## config.mk

```make
export PLATFORM = sky130hd
export DESIGN_NAME = uart_msg_encoder
export DESIGN_NICKNAME = d
export VERILOG_FILES = /design/src/rtl/uart_msg_encoder.sv
export SDC_FILE = /design/constraint.sdc
export NUM_CORES = 1
export LEC_CHECK = 0
export BUFFER_PORTS_ARGS = -buffer_cell sky130_fd_sc_hd__buf_2
export CORE_UTILIZATION = 50
export DETAILED_ROUTE_END_ITERATION = 10
export PLACE_DENSITY = 0.7
export SKIP_LAST_GASP = 1
export SLEW_MARGIN = 10
export SYNTH_ARGS = -nofsm -noshare
export SYNTH_HDL_FRONTEND = slang
export SYNTH_SLANG_ARGS = --single-unit
```

## constraint.sdc

```tcl
create_clock -name clk -period 3.85 [get_ports clk]
set_input_delay 0.77 -clock clk [delete_from_list [all_inputs] [get_ports clk]]
set_output_delay 0.77 -clock clk [all_outputs]
set_load 0.005 [all_outputs]
```

## src/rtl/uart_msg_encoder.sv

```systemverilog
// UART message framer: emits SYNC, BCNT, body bytes, TAIL with SP_ESC byte stuffing.
// Optional macro TX_CHECKSUM_EN: tail is XOR of BCNT and payload instead of SP_END.
module uart_msg_encoder #(
  parameter int unsigned MAXBYTES    = 10,
  parameter logic [7:0]  SP_SYNC     = 8'h7E,
  parameter logic [7:0]  SP_ESC      = 8'hFE,
  parameter logic [7:0]  SP_END      = 8'h03,
  parameter int unsigned ACK_TIMEOUT = 1023
) (
  input  logic                  clk,
  input  logic                  reset,
  input  logic                  msg_send,
  input  logic [7:0]            msg_len,
  input  logic [8*MAXBYTES-1:0] msg_data,
  input  logic                  tx_empty,
  output logic [7:0]            tx_data,
  output logic                  ld_tx_data,
  output logic                  tx_enable,
  output logic                  busy,
  output logic                  done,
  output logic                  err
);
  localparam int unsigned CNT_W = $clog2(ACK_TIMEOUT + 1);

  typedef enum logic [2:0] {IDLE, SYNC, BCNT, BODY, TAIL} phase_t;
  typedef enum logic {ISSUE, ACK} emit_t;

  phase_t                phase, phaseNext;
  emit_t                 emitSt, emitNext;
  logic [8*MAXBYTES-1:0] payload;
  logic [7:0]            len, idx, idxNext;
  logic                  escDone, escDoneNext;
  logic [CNT_W-1:0]      ackCnt, ackCntNext;
  logic [7:0]            bodyByte, tailByte, curByte, outByte;
  logic                  needEsc, lenOk, accept, ldNext, doneNext, errNext;

  always_comb begin
    bodyByte = '0;
    for (int unsigned i = 0; i < MAXBYTES; i++)
      if (idx == 8'(i)) bodyByte = payload[8*(MAXBYTES-1-i) +: 8];
`ifdef TX_CHECKSUM_EN
    tailByte = len;
    for (int unsigned i = 0; i < MAXBYTES; i++)
      if (8'(i) < len) tailByte = tailByte ^ payload[8*(MAXBYTES-1-i) +: 8];
`else
    tailByte = SP_END;
`endif
    case (phase)
      SYNC:    curByte = SP_SYNC;
      BCNT:    curByte = len;
      BODY:    curByte = bodyByte;
      TAIL:    curByte = tailByte;
      default: curByte = '0;
    endcase
    // escDone marks that the prefix for the current byte was already accepted
    needEsc = (phase != SYNC) && !escDone && (curByte == SP_SYNC || curByte == SP_ESC);
    outByte = needEsc ? SP_ESC : curByte;
    lenOk   = (msg_len != 8'd0) && (msg_len <= 8'(MAXBYTES));
  end

  always_comb begin
    phaseNext   = phase;
    emitNext    = emitSt;
    idxNext     = idx;
    escDoneNext = escDone;
    ackCntNext  = ackCnt;
    accept      = 1'b0;
    ldNext      = 1'b0;
    doneNext    = 1'b0;
    errNext     = 1'b0;
    case (phase)
      IDLE: begin
        if (msg_send) begin
          if (lenOk) begin
            accept      = 1'b1;
            phaseNext   = SYNC;
            emitNext    = ISSUE;
            idxNext     = '0;
            escDoneNext = 1'b0;
          end else begin
            errNext = 1'b1;
          end
        end
      end
      default: begin
        if (emitSt == ISSUE) begin
          if (tx_empty) begin
            ldNext     = 1'b1;
            emitNext   = ACK;
            ackCntNext = '0;
          end
        end else if (!tx_empty) begin
          emitNext = ISSUE;
          if (needEsc) begin
            escDoneNext = 1'b1;
          end else begin
            escDoneNext = 1'b0;
            case (phase)
              SYNC: phaseNext = BCNT;
              BCNT: begin
                phaseNext = BODY;
                idxNext   = '0;
              end
              BODY: begin
                if (idx == len - 8'd1) phaseNext = TAIL;
                else idxNext = idx + 8'd1;
              end
              TAIL: begin
                phaseNext = IDLE;
                doneNext  = 1'b1;
              end
              default: phaseNext = IDLE;
            endcase
          end
        end else if (ackCnt == CNT_W'(ACK_TIMEOUT)) begin
          phaseNext = IDLE;
          errNext   = 1'b1;
        end else begin
          ackCntNext = ackCnt + CNT_W'(1);
        end
      end
    endcase
  end

  always_ff @(posedge clk) begin
    if (reset) begin
      phase      <= IDLE;
      emitSt     <= ISSUE;
      payload    <= '0;
      len        <= '0;
      idx        <= '0;
      escDone    <= 1'b0;
      ackCnt     <= '0;
      tx_data    <= '0;
      ld_tx_data <= 1'b0;
      done       <= 1'b0;
      err        <= 1'b0;
    end else begin
      phase      <= phaseNext;
      emitSt     <= emitNext;
      idx        <= idxNext;
      escDone    <= escDoneNext;
      ackCnt     <= ackCntNext;
      ld_tx_data <= ldNext;
      done       <= doneNext;
      err        <= errNext;
      if (ldNext) tx_data <= outByte;
      if (accept) begin
        payload <= msg_data;
        len     <= msg_len;
      end
    end
  end

  assign busy      = (phase != IDLE);
  assign tx_enable = busy;

endmodule
```

==> impl_metrics.ini <==
[run_status]
outcome = finished, final reports clean

[hold_path]
worstHoldPathCells = 2
hold_path_class = reg2reg
hold_start = payload[60]
whs_endpoint = payload[60]

[placement]
portBuffers = 104
hpwlAfterDp_um = 12700
dp.cells = 1034
routabilityCongestion = 0.900

[synth]
async_reset_ff_frac = 0
synthesis.area_um2 = 6120
ys_warn_count = 0
synthTopCellsByCount = nand2_1, a21oi_1, dfxtp_1
synthMostInstantiatedCell = nand2_1
synth_cell_types = 61
synth.avg_cell_area_um2 = 7.37
yosysTopAreaCell = dfxtp_1
yosys_register_bits = 122
synthTopCellsByArea = dfxtp_1, nand2_1, a21oi_1, clkbuf_1, nor2_1
synth-edff-count = 0
yosysSeqAreaShare = 0.399
synth_top_area_share = 0.399
synthCells = 831
ys.flop_type = dfxtp_1
syn_nets = 929

[finish]
nFillCells = 1113
drive_above_1_share = 0.173
fin_cells = 1064
finalNetCount = 1004
syn2layout_area_growth_pct = 19.2
antenna_cells = 0

[worst_setup_path]
path_cells = inv_1 -> ha_1 -> or4bb_1 -> a311o_1 -> a2111oi_4 -> nor3_1 -> nand3b_1 -> nor3_1 -> buf_4 -> or3_1 -> o311ai_0
r2r-start = idx[1]
cp-start-kind = flop
ff2ff_path_depth = 11
r2r-end = idx[6]
critPathSlowestCell = or4bb_1
max_stage_delay_ns = 0.54
path_common_cell = nor3_1
r2r_slack_ns = 0.36
worstPathArrival_ns = 3.80
crit_path_end_kind = flop
cp_max_fo = 16
critPathRequiredTime_ns = 4.16
criticalPathCategory = reg2reg

[sta]
min_period_ns = 3.49
hold_viol = 0
setup-tns-final_ns = 0
period_share = 0.907
rsz0062_at_grt = no
final-setup-viol-count = 0
slew_violations = 0
worst_pin_slew_ns = 1.05
slew-limit-headroom = 0.299
fmax_mhz = 286
finalClockSkew_ns = 0.00962

[grt]
grt_max_degree = 104
grt_pass1_vias = 5743
overflow = 0
grt_pass1_wl_um = 28900
grt_usage = 0.290
antenna_found_initial = 0

[route]
routed_wl_um = 17700
dr.pass1.iters = 5
drc = 0
vias = 6192
routed_via_density = 5.82
drt-initial-drc-count = 532
ant_nets = 0
wire_per_inst_um = 16.6

[cts]
path_clk_slew_ns = 0.05
ctsHoldBuffers = 0
clock_path_buffers = 2
htree_num_levels = 4
cts_buffers = 17
cts_resized = 0
tritoncts = done
root_buffer = clkbuf_16
postCtsSetupBuffers = 0
insertion_delay_ns = 0.42
clock-sinks = 122

[die]
dieArea_um2 = 12700
fp-row-count = 40
start_util = 0.512
die_y_um = 113
placeableCoreArea_um2 = 12000
fp.dieW_um = 113
ios = 105

[pwr]
intPower_mw = 2.38
vdd_drop_max_uv = 295
pwr-share-comb = 0.046
netSwitchingFraction = 0.213
switchingPower_mw = 0.643
pwr-share-clk = 0.528
leakagePower_nw = 2.67
power_frac_seq = 0.426
power_density_nw_per_um2 = 414

[flow_run]
drv_cap = 0
-- power groups by stage --
stage | combinational (mW) | clock [mW] | sequential (mW)
3_5_place_dp | 0.138 | 0 | 1.31
5_1_grt | 0.154 | 1.67 | 1.29
4_1_cts | 0.139 | 1.62 | 1.29
3_3_place_gp | 0.135 | 0 | 1.31
2_1_floorplan | 0.0715 | 0 | 1.31
6_report | 0.139 | 1.59 | 1.29
-- per-layer routing --
layer	global-route usage	up-vias	part of all wire
li1	-	3044	-
met3	0.0551	31	0.052
met5	0	-	0
met1	0.371	2887	0.44
met2	0.486	230	0.49
met4	0.107	0	0.018
-- stage by stage --
| stage | cell area (um2) | setup slack, ns | total power, mW | utilization | hold WS [ns] |
|---|---|---|---|---|---|
| 2_1_floorplan | 6120 | 0.782 | 1.38 | - | 0.431 |
| 3_3_place_gp | 6710 | 0.522 | 1.45 | 0.561 | 0.444 |
| 3_5_place_dp | 6710 | 0.439 | 1.45 | 0.561 | 0.445 |
| 4_1_cts | 7300 | 0.398 | 3.04 | 0.610 | 0.452 |
| 5_1_grt | 7300 | 0.127 | 3.11 | 0.610 | 0.463 |
| 6_report | 7300 | 0.359 | 3.02 | 0.610 | 0.454 |
-- registers in the layout, summed over array words and instances, names as in the netlist --
name / cells
len: 8
ld_tx_data: 1
tx_data: 8
emitSt: 1
escDone: 1
idx: 8
ackCnt: 10
payload: 80
phase: 3
done: 1
err: 1
-- worst max-delay path, delay by kind of cell (launching register included) --
| kind | cells | cell delay, ns |
|---|---|---|
| and+or+nand+nor | 5 | 1.28 |
| AOI/OAI and AO/OA | 3 | 1.03 |
| adders and majority gates | 1 | 0.35 |
| buffers and inverters | 2 | 0.28 |
| DFF | 1 | 0.45 |
-- cells in the final DEF (no fill, tap or decap), types with 10 or more instances in the layout --
cell	n
nor3_1	16
a21oi_1	133
a31oi_1	11
nand3_1	12
nand2b_1	10
nor2b_1	15
buf_4	16
nand4_1	11
dfxtp_1	122
nand3b_1	17
nand2_1	216
clkbuf_16	17
o21ai_0	17
inv_1	22
buf_2	104
nor2_1	38
-- final cells by class --
class / instances / area, um2 / area share
multi-input cells: 622 / 3360 / 0.460
inverters: 23 / 86.3 / 0.0118
clock inverters: 8 / 120 / 0.0165
well taps: 147 / 184 / 0.0252
clock buffers: 22 / 464 / 0.0636
flip-flops and latches: 122 / 2440 / 0.335
repair buffers: 120 / 641 / 0.0878
-- cells by family (layout without fill, tap and decap cells) --
kind of cell             Yosys count  after routing  share of synthesized area
flip-flops                       122            122                      0.399
XOR/XNOR                          13             13                     0.0186
AO/OA/AOI/OAI                    225            225                      0.224
multiplexers                       3              3                    0.00490
adder cells (fa/ha/maj)            6              6                     0.0123
buffers and inverters             87            173                     0.0554
AND/OR/NAND/NOR                  375            375                      0.286
-- how the worst max path moves through the flow --
| stage | startpoint | end | slack (ns) | cells after the start |
|---|---|---|---|---|
| floorplan | idx[0] | idx[3] | 0.78 | 12 |
| global placement | idx[1] | idx[6] | 0.52 | 11 |
| detailed placement | idx[1] | idx[6] | 0.44 | 11 |
| CTS | idx[1] | idx[6] | 0.40 | 11 |
| global route | idx[1] | idx[6] | 0.13 | 11 |
| finish | idx[1] | idx[6] | 0.36 | 11 |
Note: power is estimated with default switching activity, not from simulation.
